===== src/rtl/rgb_breathe_array.sv =====
// rgb_breathe_array
//   Multi-channel LED breathing / PWM engine. All channels share one free-running
//   PWM carrier, one brightness ceiling and one phase-restart input. Each channel
//   has its own prescaler, level and ramp direction.
//
//   Direction register per channel (1 bit):
//     state | meaning
//     up    | breathe ramp is climbing toward i_max_lvl
//     down  | breathe ramp is falling toward 0
//
// Ports
//   i_clk      system clock (PLL output)
//   i_rst      synchronous active-high reset
//   i_speed    per-channel prescaler divisor, channel k at [k*SPD_W +: SPD_W], 0 acts as 1
//   i_mode     per-channel mode, 00 off / 01 solid / 10 breathe / 11 blink
//   i_max_lvl  brightness ceiling shared by all channels
//   i_sync     single-cycle restart of all channel phases and the carrier
//   o_led      registered PWM output per channel
//   o_level    current level per channel, channel k at [k*PWM_W +: PWM_W]
//   o_peak     one-cycle pulse when a breathe channel ramps up to the ceiling
module rgb_breathe_array #(
    parameter int N_CH  = 3,
    parameter int PWM_W = 8,
    parameter int SPD_W = 11
) (
    input  logic                    i_clk,
    input  logic                    i_rst,
    input  logic [N_CH*SPD_W-1:0]   i_speed,
    input  logic [N_CH*2-1:0]       i_mode,
    input  logic [PWM_W-1:0]        i_max_lvl,
    input  logic                    i_sync,
    output logic [N_CH-1:0]         o_led,
    output logic [N_CH*PWM_W-1:0]   o_level,
    output logic [N_CH-1:0]         o_peak
);

    localparam logic [1:0] MODE_OFF   = 2'b00;
    localparam logic [1:0] MODE_SOLID = 2'b01;
    localparam logic [1:0] MODE_BRTH  = 2'b10;

    logic [PWM_W-1:0] carrier_q, carrier_d;

    assign carrier_d = carrier_q + 1'b1;

    always_ff @(posedge i_clk) begin
        if (i_rst || i_sync) begin
            carrier_q <= '0;
        end else begin
            carrier_q <= carrier_d;
        end
    end

    for (genvar k = 0; k < N_CH; k++) begin : g_ch
        logic [SPD_W-1:0] spd;
        logic [SPD_W-1:0] lim;
        logic [1:0]       mode;
        logic             tick;
        logic [SPD_W-1:0] cnt_q, cnt_d;
        logic [PWM_W-1:0] lvl_q, lvl_d;
        logic [PWM_W-1:0] lvl_inc, lvl_dec;
        logic             up_q, up_d;
        logic             peak_q, peak_d;
        logic             led_q;

        assign spd     = i_speed[k*SPD_W +: SPD_W];
        assign mode    = i_mode[k*2 +: 2];
        // Divisor 0 behaves as 1, so the terminal count is 0 in both cases.
        assign lim     = (spd == '0) ? '0 : spd - 1'b1;
        // >= rather than == so a speed cut below the current count ticks at once.
        assign tick    = (cnt_q >= lim);
        assign lvl_inc = lvl_q + 1'b1;
        assign lvl_dec = lvl_q - 1'b1;

        always_comb begin
            cnt_d  = tick ? '0 : cnt_q + 1'b1;
            lvl_d  = lvl_q;
            up_d   = up_q;
            peak_d = 1'b0;
            case (mode)
                MODE_OFF: begin
                    lvl_d = '0;
                    up_d  = 1'b1;
                end
                MODE_SOLID: begin
                    lvl_d = i_max_lvl;
                end
                default: begin
                    if (lvl_q > i_max_lvl) begin
                        // Ceiling lowered under us: clamp without a peak pulse.
                        lvl_d = i_max_lvl;
                        up_d  = 1'b0;
                    end else if (tick) begin
                        if (mode == MODE_BRTH) begin
                            if (up_q) begin
                                if (lvl_q < i_max_lvl) begin
                                    lvl_d = lvl_inc;
                                    if (lvl_inc == i_max_lvl) begin
                                        up_d   = 1'b0;
                                        peak_d = 1'b1;
                                    end
                                end else begin
                                    // Already at the ceiling (e.g. entered from solid): turn around quietly.
                                    up_d = 1'b0;
                                end
                            end else begin
                                if (lvl_q != '0) begin
                                    lvl_d = lvl_dec;
                                    if (lvl_dec == '0) begin
                                        up_d = 1'b1;
                                    end
                                end else begin
                                    up_d = 1'b1;
                                end
                            end
                        end else begin
                            lvl_d = (lvl_q != '0) ? '0 : i_max_lvl;
                        end
                    end
                end
            endcase
        end

        always_ff @(posedge i_clk) begin
            if (i_rst || i_sync) begin
                cnt_q  <= '0;
                lvl_q  <= '0;
                up_q   <= 1'b1;
                peak_q <= 1'b0;
                led_q  <= 1'b0;
            end else begin
                cnt_q  <= cnt_d;
                lvl_q  <= lvl_d;
                up_q   <= up_d;
                peak_q <= peak_d;
                led_q  <= (carrier_q < lvl_q);
            end
        end

        assign o_led[k]                 = led_q;
        assign o_peak[k]                = peak_q;
        assign o_level[k*PWM_W +: PWM_W] = lvl_q;
    end

endmodule

===== config.mk =====
export PLATFORM = sky130hd
export DESIGN_NAME = rgb_breathe_array
export DESIGN_NICKNAME = d
export VERILOG_FILES = /design/src/rtl/rgb_breathe_array.sv
export SDC_FILE = /design/constraint.sdc
export NUM_CORES = 1
export LEC_CHECK = 0
export ABC_AREA = 1
export BUFFER_PORTS_ARGS = -buffer_cell sky130_fd_sc_hd__buf_2
export CAP_MARGIN = 20
export CELL_PAD_IN_SITES_DETAIL_PLACEMENT = 1
export CELL_PAD_IN_SITES_GLOBAL_PLACEMENT = 1
export CORE_MARGIN = 3
export CORE_UTILIZATION = 46
export CTS_CLUSTER_DIAMETER = 60
export DETAILED_ROUTE_END_ITERATION = 6
export GPL_ROUTABILITY_DRIVEN = 1
export PLACE_DENSITY = 0.95
export RECOVER_POWER = 50
export SLEW_MARGIN = 20
export SYNTH_ARGS = -nofsm -noshare
export SYNTH_HDL_FRONTEND = slang
export SYNTH_SLANG_ARGS = --single-unit

===== constraint.sdc =====
create_clock -name i_clk -period 6 [get_ports i_clk]
set_input_delay 1.2 -clock i_clk [delete_from_list [all_inputs] [get_ports i_clk]]
set_output_delay 1.2 -clock i_clk [all_outputs]
set_load 0.02 [all_outputs]

Word-level counts from Yosys, hierarchy flattened
Cells that the tools add are included.
Storage, ports and cells
  bits of input ports: 50
  word-level logic and storage cells: 162
  register bits: 74
  output and inout port bits: 30
Operators by class
  equal/unequal tests: 15
  $add $sub $neg: 13
  reductions and logical operators: 34
  magnitude comparators: 12
  bitwise logic cells: 15
  mux-type cells: 57
Operators by type and width (count)
  8-bit 2-to-1 mux: 21
  8-bit less-than comparator: 6
  8-bit one-hot mux with 2 select lines: 3
  6-bit by 3-bit != test with 1-bit output, second input constant: 6
  11-bit by 1-bit adder with 11-bit output, second input constant: 3
  11-bit >= comparator: 3
  11-bit logical NOT: 3
  11-bit 2-to-1 mux: 3
  11-bit by 1-bit subtractor with 11-bit output, second input constant: 3
  8-bit by 1-bit adder with 8-bit output, second input constant: 4
  1-bit 2-to-1 mux: 27
  8-bit == test: 3
  8-bit > comparator: 3
  8-bit logical NOT: 3
  8-bit nonzero test: 3
  8-bit OR reduction: 3
  8-bit by 1-bit subtractor with 8-bit output, second input constant: 3
  3-bit AND reduction: 6
  3-bit nonzero test: 6
  1-bit NOT: 15
  4-bit nonzero test: 3
  2-bit by 1-bit == test with 1-bit output, second input constant: 3
  2-bit == test, second input constant: 3
  2-bit logical NOT: 3
  other kinds (3): 7

Logic depth before layout (Yosys ltp)
Gate-level depths: netlist of run 1.
  depth in word-level cells: 9
  depth in mapped cells: 21
  gate-level depth less buffers: 21

Worst setup path before layout of run 1
No wires, ideal clock.
  path kind: input to register
  from: input port i_speed[11]
  to: register g_ch[1].cnt_q[3]
  arrival time: 3.503 ns
  stages on the path: 18
  path slack: 2.417 ns
  setup time: 0.080 ns
  path through: inv_1 ha_1 nand2_1 nor3_1 nand2_1 nor2_1 nand2_1 nor2_1 inv_1 o21ai_0 ha_1 a21oi_1 o21a_1 nand3_1 nor2_1 nand2_1 clkbuf_1 nor3b_1
Between the ends
  longest elaborated chain between the ends: 4
RTL lines
  start, declared: line 28  | input logic [N_CH*SPD_W-1:0] i_speed,
  11-bit by 1-bit subtractor with 11-bit output or 11-bit logical NOT (tied branches): line 68  | assign lim = (spd == '0) ? '0 : spd - 1'b1;
  11-bit 2-to-1 mux *: line 68
  11-bit >= comparator *: line 70  | assign tick = (cnt_q >= lim);
  2-bit OR reduction (no line) *
  end signal, assigned: line 131  | cnt_q <= cnt_d;
  end, declared: line 58  | logic [SPD_W-1:0] cnt_q, cnt_d;
Every way passes the cells marked *; elsewhere a longest branch is shown, timed or not.
A chain may end at the register's enable or synchronous reset.

Worst setup path after layout of run 1
  from: input port i_sync
  to: register g_ch[0].led_q
Between the ends
  longest elaborated chain between the ends: 1
RTL lines
  start, declared: line 31  | input logic i_sync,
  1-bit logical OR: line 124  | if (i_rst || i_sync) begin
  end signal, assigned: line 135  | led_q <= (carrier_q < lvl_q);
  end, declared: line 63  | logic led_q;
No other way between the ends.

==> results of run 1 <==
-- sequential cells by signal, summed over array words and instances, names as in the netlist --
register     cells
g_ch.led_q       3
g_ch.peak_q      3
carrier_q        8
g_ch.lvl_q      24
g_ch.cnt_q      33
g_ch.up_q        3
-- worst max path at each step --
| stage | slack, ns | cells past startpoint | start | to |
|---|---|---|---|---|
| after global placement | 1.97 | 22 | i_speed[11] | g_ch[1].lvl_q[5] |
| after floorplan | 2.42 | 18 | i_speed[11] | g_ch[1].cnt_q[3] |
| after CTS | 2.09 | 21 | i_speed[0] | g_ch[0].lvl_q[6] |
| after global routing | 1.64 | 20 | i_speed[22] | g_ch[2].lvl_q[7] |
| after detailed placement | 1.72 | 21 | i_speed[11] | g_ch[1].lvl_q[7] |
| final | 1.87 | 6 | i_sync | g_ch[0].led_q |
-- per-layer routing --
layer  global-route usage (%)  part of all wire (%)  up-vias
met2                     54.2                    49      322
met4                     13.5                   3.4        0
met1                     38.0                    42     4450
li1                         -                     -     4468
met5                        0                     0        -
met3                     3.62                   6.1       80
-- cells by family (layout without fill, tap and decap cells) --
kind of cell,Yosys count,count (layout),share of synthesized area (%)
buf+inv,166,227,8.76
compound gates,149,149,9.82
fa+ha+maj,96,96,15.1
simple gates,807,807,44.0
xor+xnor,34,34,3.74
flops,74,74,18.6
-- stage by stage --
stage | worst slack [ns] | utilization, %
6_report | 1.87 | 52.0
5_1_grt | 1.64 | 52.0
4_1_cts | 2.09 | 52.3
3_5_place_dp | 1.72 | 50.3
3_3_place_gp | 1.97 | 50.3
2_1_floorplan | 2.42 | -
-- critical path, cell delays in order --
cell and delay [ns]:
sky130_fd_sc_hd__buf_2 0.10, sky130_fd_sc_hd__nor2_1 0.09, sky130_fd_sc_hd__clkbuf_1 1.07, sky130_fd_sc_hd__clkinv_1 1.25, sky130_fd_sc_hd__a211o_1 0.53, sky130_fd_sc_hd__a31oi_1 0.16
-- placed cells by master, fill, tap and decap left out, drive strengths merged, types with 3 or more instances in the layout --
| cell type | Yosys | routed |
|---|---|---|
| nand2 | 380 | 380 |
| nor2 | 191 | 191 |
| nand3 | 167 | 167 |
| inv | 130 | 130 |
| ha | 96 | 96 |
| dfxtp | 74 | 74 |
| o21ai | 71 | 71 |
| a21oi | 63 | 63 |
| buf | 29 | 47 |
| clkbuf | 6 | 43 |
| nand4 | 20 | 20 |
| xor2 | 19 | 19 |
| nor3 | 18 | 18 |
| xnor2 | 15 | 15 |
| or2 | 11 | 11 |
| nor3b | 8 | 8 |
| nor4 | 7 | 7 |
| o21a | 6 | 6 |
| clkinv | 1 | 4 |
| and3 | 3 | 3 |
| a21boi | 3 | 3 |
-- cell type report --
type | count | area (µm²) | share of cell area (%)
inverter | 131 | 492 | 5.64
clock inverter | 6 | 90.1 | 1.03
clock buffer | 10 | 239 | 2.74
multi-input combinational | 1086 | 5780 | 66.3
tap | 220 | 275 | 3.16
sequential | 74 | 1480 | 17.0
timing repair buffer | 80 | 359 | 4.12
-- power by group --
part | switching, W | total (W) | internal, W
Combinational | 0.000332 | 0.000490 | 0.000158
Clock | 0.000246 | 0.000622 | 0.000376
Sequential | 0.0000379 | 0.000544 | 0.000506
==> flow_results.org, run 1 <==
** Place
- Port-buffer cells :: 79
- Gp weighted congestion :: 0.898
- Post-DP Area :: 8440 µm²
- Detailed placement HPWL :: 21000 µm
- Placed Cells :: 1591

** Worst hold path
- Hold Crit Start :: g_ch[1].cnt_q[0]
- Counting instances, the worst hold path has a depth of 1.
- Endpoint with the worst hold slack :: g_ch[1].cnt_q[0]
- Classification of the worst-slack hold path :: register to register

** Clock tree
- For this design, the sink count on the clock tree is 74.
- The clock passes through at most 2 buffers.
- Clock H-tree levels :: 3
- After clock tree synthesis, the setup repair step added 0 buffers.
- Clk_lat worst skew :: 0.36 ns
- Gates resized during post-CTS repair numbered 0.
- Clock tree synthesis inserted a total of 9 buffers.
- Buffer cell driving the clock tree root :: sky130_fd_sc_hd__clkbuf_16
- Count of hold buffers inserted by post-cts repair :: 0
- TritonCTS built the clock tree.
- Clk slew on worst S/H paths :: 0.07 ns

** Setup path
- Reg-to-reg slack, setup :: 3.19 ns
- Worst Setup End Kind :: register
- Origin of the critical flop-to-flop path :: g_ch[0].lvl_q[3]
- Worst Path Arrival :: 4.42 ns
- For the worst setup path, the data required time is 6.29 ns.
- Of all nets on the critical path, the largest fanout is 26.
- R2r endpoint :: g_ch[0].lvl_q[2]
- Sort of element at the start of the critical path :: input pin
- Worst r2r path cells :: 11
- Type of the worst setup path :: input pin to register

** GRT
- Global routing finished with a remaining overflow of 0.
- The first global-routing pass estimated 46700 µm of wire.
- Maximum number of pins on one net before global-route repair :: 27
- Global routing used 30.9% of the available tracks.
- The number of global-route vias before repair came to 9465.
- The number of antenna violations at the first check in global routing came to 0.

** STA
- Setup violations remaining at the end of the flow were counted as 0.
- The smallest clock period supported by the final layout is computed as 4.13 ns.
- Hold violation total from the final report :: 0
- Period Utilization, post-route :: 68.8%
- Summed over all failing endpoints, the final setup total negative slack is 0 ns.
- Worst clock skew on the final layout :: 0.0101 ns
- RSZ-0062 raised after global routing :: false
- Max transition margin :: 2.20%
- Maximum frequency from static timing analysis :: 242 MHz
- At the pin with the least slew margin, the transition time is 1.47 ns.
- Hold_ws :: 0.472 ns
- Max-slew violation total from the final report :: 0

** Synth
- Counting flops with an async set or reset pin after synthesis yields a share of 0%.
- Mean cell area of the mapped netlist :: 6.00 µm²
- The synthesized design contains 0 enable-type register cells.
- Number of unique standard cell types used by synthesis :: 39
- Sequential share of the synthesized area :: 18.6%
- The most used flip-flop cell after synthesis is sky130_fd_sc_hd__dfxtp_1.
- By count the netlist is led by sky130_fd_sc_hd__nand2_1, sky130_fd_sc_hd__nor2_1, sky130_fd_sc_hd__nand3_1.
- The share of synthesized area in the top cell type comes to 18.6%.
- Top-count cell post-synth :: sky130_fd_sc_hd__nand2_1
- When the netlist entered floorplanning its net count stood at 1472.
- Number of warning messages in the yosys log :: 0
- Synthesis produced 1326 cells.
- After synthesis the cells add up to 7960 µm².
- Library cell with the largest summed area after synthesis :: sky130_fd_sc_hd__dfxtp_1
- Synthesis inferred 74 register bits.
- In the post-synthesis netlist, the biggest area contributors are sky130_fd_sc_hd__dfxtp_1, sky130_fd_sc_hd__nand2_1, sky130_fd_sc_hd__ha_1.

** Die
- I/O pin count :: 80
- The floorplan step defined a core boundary enclosing 16800 µm².
- Initial core utilization :: 47.5%
- Die height :: 138 µm
- The initialized floorplan defines 47 standard-cell rows.
- Measured along the x axis, the die boundary spans 138 µm.
- Die ar. :: 18900 µm²

** Final layout
- The number of antenna diodes in the final layout is 0.
- Final layout net count :: 1528
- Fin cells :: 1607
- In the final layout, the share of cells above drive strength 1 is 7.79%.
- Area Growth Syn to Fin :: 9.53%
- Final std cell area, no fill :: 8720 µm²
- Filler instances :: 2396

** Outcome
- Result of the run :: finished, violations left
- The checks that failed: DRC.

** Pwr
- For this design the ratio of total power to cell area is 190 nW/µm².
- Across the VDD grid, the largest voltage drop is 158 µV.
- Summed over all cells, the static leakage comes to 4.32 nW.
- Overall power consumption after layout is estimated at 0.00166 W.

** Drt
- Antenna viol nets, final :: 0
- The routed layout has 9320 vias.
- In the routed layout, each cell is associated on average with a via count of 5.80.
- The final layout contains routed wiring with a total length of 29300 µm.
- The first routing iteration left 669 violations.
- Average wire per cell in the routed design :: 18.2 µm
- For this run, design rule violations remaining after detail routing come to 1.
- Detailed-router iteration count before antenna repair :: 7

** Run
- Count of maximum capacitance violations :: 0
Note: power is estimated with default switching activity, not from simulation.
==> inputs of run 2 (changes only) <==
--- a/config.mk
+++ b/config.mk
@@ -11,11 +11,11 @@
 export CELL_PAD_IN_SITES_DETAIL_PLACEMENT = 1
 export CELL_PAD_IN_SITES_GLOBAL_PLACEMENT = 1
 export CORE_MARGIN = 3
-export CORE_UTILIZATION = 46
+export CORE_UTILIZATION = 42
 export CTS_CLUSTER_DIAMETER = 60
 export DETAILED_ROUTE_END_ITERATION = 6
 export GPL_ROUTABILITY_DRIVEN = 1
-export PLACE_DENSITY = 0.95
+export PLACE_DENSITY = 0.9
 export RECOVER_POWER = 50
 export SLEW_MARGIN = 20
 export SYNTH_ARGS = -nofsm -noshare
==> constraint.sdc (replaced) <==
create_clock -name i_clk -period 4 [get_ports i_clk]
set_input_delay 0.8 -clock i_clk [delete_from_list [all_inputs] [get_ports i_clk]]
set_output_delay 0.8 -clock i_clk [all_outputs]
set_load 0.02 [all_outputs]
==> run 2 against run 1 <==
  * The flow now finishes without violations
  * Sequential cell count did not move
  * Final cell count increased by 1.1%
  * Die area increased by 9.1%
  * Non-clock buffer count rose by 8
  * Combinational power increased by 45%
  * Hold slack better by 0.0033 ns
  * Sequential share of layout area is 0.13 points lower
  * Final area grew 0.78%
  * Sequential power grew 50%
  * Utilization shrank 3.9 points
  * First-iteration DRC count is 36% lower
  * Critical path type unchanged
  * Critical endpoint is now g_ch[1].lvl_q[7]
==> flow_results.org, run 2 (same netlist as run 1, synthesis figures left out) <==
** Final layout
- In the final layout, the registers with the most flip-flops are g_ch.cnt_q: 33 flops, g_ch.lvl_q: 24 flops, carrier_q: 8 flops.
- The diode insertion count for antenna repair was 0 (unchanged).
- Commonest non-fill, non-tap cell in the layout :: sky130_fd_sc_hd__nand2_1
- Final layout net count :: 1536 (+0.52%)
- Register bank with the most flops :: g_ch.cnt_q
- The proportion of layout cells with a drive suffix above 1 came to 8.32% (+0.53 points).
- From synthesis to final layout, the design area changed by 10.4%.
- Commonest cells after routing, fill and taps aside :: sky130_fd_sc_hd__nand2_1, sky130_fd_sc_hd__nor2_1, sky130_fd_sc_hd__nand3_1, sky130_fd_sc_hd__inv_1, sky130_fd_sc_hd__ha_1
- The flip-flop count of the largest register after layout was 33 (unchanged).

** Clock tree
- The later-pin clock latency in the skew report came to 0.36 ns (about the same).
- Number of setup buffers added after CTS :: 0 (unchanged)
- Clk slew on worst S/H paths :: 0.06 ns (about the same)
- Count of instances resized after the clock tree is built :: 0 (unchanged)
- The number of hold-repair buffers added at the cts stage came to 0 (unchanged).
- Clock sink count :: 74 (unchanged)
- TritonCTS built the clock tree.
- Clock H-tree levels :: 3 (unchanged)
- Buffer cell driving the clock tree root :: sky130_fd_sc_hd__clkbuf_16
- The number of buffers on the longest clock path is 2 (unchanged).
- The number of buffers created by CTS came to 9 (unchanged).

** GRT
- Initial antenna violation count :: 0 (unchanged)
- The number of global-route vias before repair was 9284 (-1.9%).
- The maximum number of pins on one net before global-route repair came to 26 (-3.7%).
- Total global routing track utilization :: 26.7% (-4.3 points)
- The total congestion overflow after global routing is 0 (unchanged).
- First-pass GRT wire length :: 44500 µm (-4.9%)

** Setup path
- The critical path is of the input pin to register type.
- The buffers plus inverters on the worst setup path was 4 (+1).
- Chain of cells forming the critical path :: buf_2 -> inv_1 -> ha_1 -> nand2_1 -> nor3_1 -> nand2_1 -> nor2_1 -> nand2_1 -> nor2_1 -> inv_1 -> nand3_1 -> ha_1 -> a21oi_1 -> o21ai_0 -> nand3_1 -> nand3_1 -> nor2_1 -> nand3_1 -> nand2_2 -> a21oi_1 -> nand2_1 -> inv_1
- Instance count on the critical path :: 22 (+16)
- The endpoint identified for the worst register-to-register timing path is g_ch[1].lvl_q[2].
- Reg-to-reg slack, setup :: 1.27 ns (-1.92 ns)
- STA classifies the critical path endpoint as a register.
- The largest individual stage delay along the critical path comes from the cell sky130_fd_sc_hd__nor3_1.
- Among cell families on the critical path, the largest total delay comes from simple AND/OR/NAND/NOR gates.
- The depth of the most critical reg-to-reg path came to 11 (unchanged).
- Timing startpoint of the critical path :: i_speed[11]
- Critical-path maximum fanout :: 8 (-69%)
- Sort of element at the start of the critical path :: input pin
- The critical path's largest stage delay is 0.28 ns (-0.97 ns).
- The data required time of the critical path was 4.25 ns (-2.04 ns).
- The arrival time reported for the critical path endpoint was 3.73 ns (-0.69 ns).
- The startpoint identified for the worst register-to-register timing path is g_ch[1].lvl_q[3].
- End point of the critical path :: g_ch[1].lvl_q[7]

** Die
- The height of the chip came to 144 µm (+4.5%).
- The die footprint was 20600 µm² (+9.1%).
- Placeable core area :: 18300 µm² (+9.0%)
- Die width :: 144 µm (+4.5%)
- Initial core utilization :: 43.6% (-3.9 points)
- Num rows :: 49 (+4.3%)
- The number of primary I/O pins came to 80 (unchanged).

** Run
- Count of maximum capacitance violations :: 0 (unchanged)

** Drt
- Vias after detailed routing :: 9055 (-2.8%)
- The total detailed-routing wirelength was 26900 µm (-8.1%).
- The detailed router's first-iteration violation count is 430 (-36%).
- The routed wirelength normalized by instance count was 16.6 µm (-9.0%).
- Number of remaining DRC errors :: 0 (-1)
- Detail-routed via count per cell :: 5.58 (-3.9%)
- The residual antenna-violating net count after detailed routing is 0 (unchanged).
- Detailed-router iteration count before antenna repair :: 4 (-3)

** STA
- Hold_ws :: 0.475 ns (+0.00332 ns)
- Max-slew violation total from the final report :: 0 (unchanged)
- Setup-violating endpoint count in the final report :: 0 (unchanged)
- Max transition margin :: 24.7% (+22 points)
- Maximum frequency from static timing analysis :: 288 MHz
- Subtracting the final worst setup slack from the clock period gives 3.48 ns.
- RSZ-0062 raised after global routing :: false
- Period Utilization, post-route :: 86.9%
- The clock skew was 0.00774 ns (-0.00235 ns).
- Hold violation total from the final report :: 0 (unchanged)
- Worst-Margin Slew :: 1.13 ns (-0.337 ns)
- The setup total negative slack is 0 ns (unchanged).

** Place
- Gp weighted congestion :: 0.895 (-0.37%)
- Detailed placement HPWL :: 21100 µm (+0.49%)
- Port-buffer cells :: 79 (unchanged)

** Pwr
- Worst VDD drop :: 210 µV (+33%)
- Pwr Density :: 277 nW/µm² (+46%)
- Leakage Power :: 4.35 nW (+0.80%)

** Outcome
- The run finished with clean final reports.

** Worst hold path
- The tightest min-delay check is of the register to register type.
==> run 2: cell count changes in the layout (fill, tap and decap cells not counted), sizes merged <==
cell,change
inv,+1
clkinv,-2
clkinvlp,+1
buf,+8
==> run 2: report_power, final <==
part / total, W / internal, W / switching [W]
sequential: 0.000816 / 0.000760 / 0.0000562
combinational: 0.000711 / 0.000238 / 0.000472
clock: 0.000910 / 0.000564 / 0.000346
total: 0.00244 / 0.00156 / 0.000874
==> run 2: worst min path at each step <==
stage,start,endpoint,slack (ns),depth (start not counted)
floorplan,g_ch[0].cnt_q[0],g_ch[0].cnt_q[0],0.43,1
global placement,g_ch[0].cnt_q[0],g_ch[0].cnt_q[0],0.44,1
detailed placement,g_ch[0].cnt_q[0],g_ch[0].cnt_q[0],0.46,1
CTS,g_ch[1].cnt_q[0],g_ch[1].cnt_q[0],0.48,1
global route,g_ch[0].cnt_q[0],g_ch[0].cnt_q[0],0.51,1
finish,g_ch[1].cnt_q[0],g_ch[1].cnt_q[0],0.48,1
==> run 2: metrics by stage <==
stage | area, µm² | util (%) | setup slack [ns] | cells | total power, W
after floorplan | 7960 | - | 0.817 | 1326 | 0.00132
after global placement | 8510 | 46.6 | 0.350 | 1608 | 0.00150
after detailed placement | 8510 | 46.6 | 0.168 | 1608 | 0.00154
after CTS | 8830 | 48.4 | 0.477 | 1624 | 0.00245
after global routing | 8790 | 48.1 | 0.0705 | 1624 | 0.00258
final | 8790 | 48.1 | 0.523 | 1624 | 0.00244
==> run 2: cell type report <==
type                            instances  area [µm²]
Multi-Input combinational cell       1086        5780
Sequential cell                        74        1480
Inverter                              131         492
Tap cell                              229         287
Clock buffer                           10         239
Clock inverter                          6        88.8
Fill cell                            2632        9480
Timing Repair Buffer                   88         417
==> run 2: metal layers <==
layer | share of wire (%) | wire, µm | global-route usage [%]
met2 | 48 | 13000 | 46.5
met5 | 0 | 0 | 0
met4 | 3.1 | 821 | 10.7
met1 | 44 | 11800 | 32.7
met3 | 4.8 | 1300 | 4.43
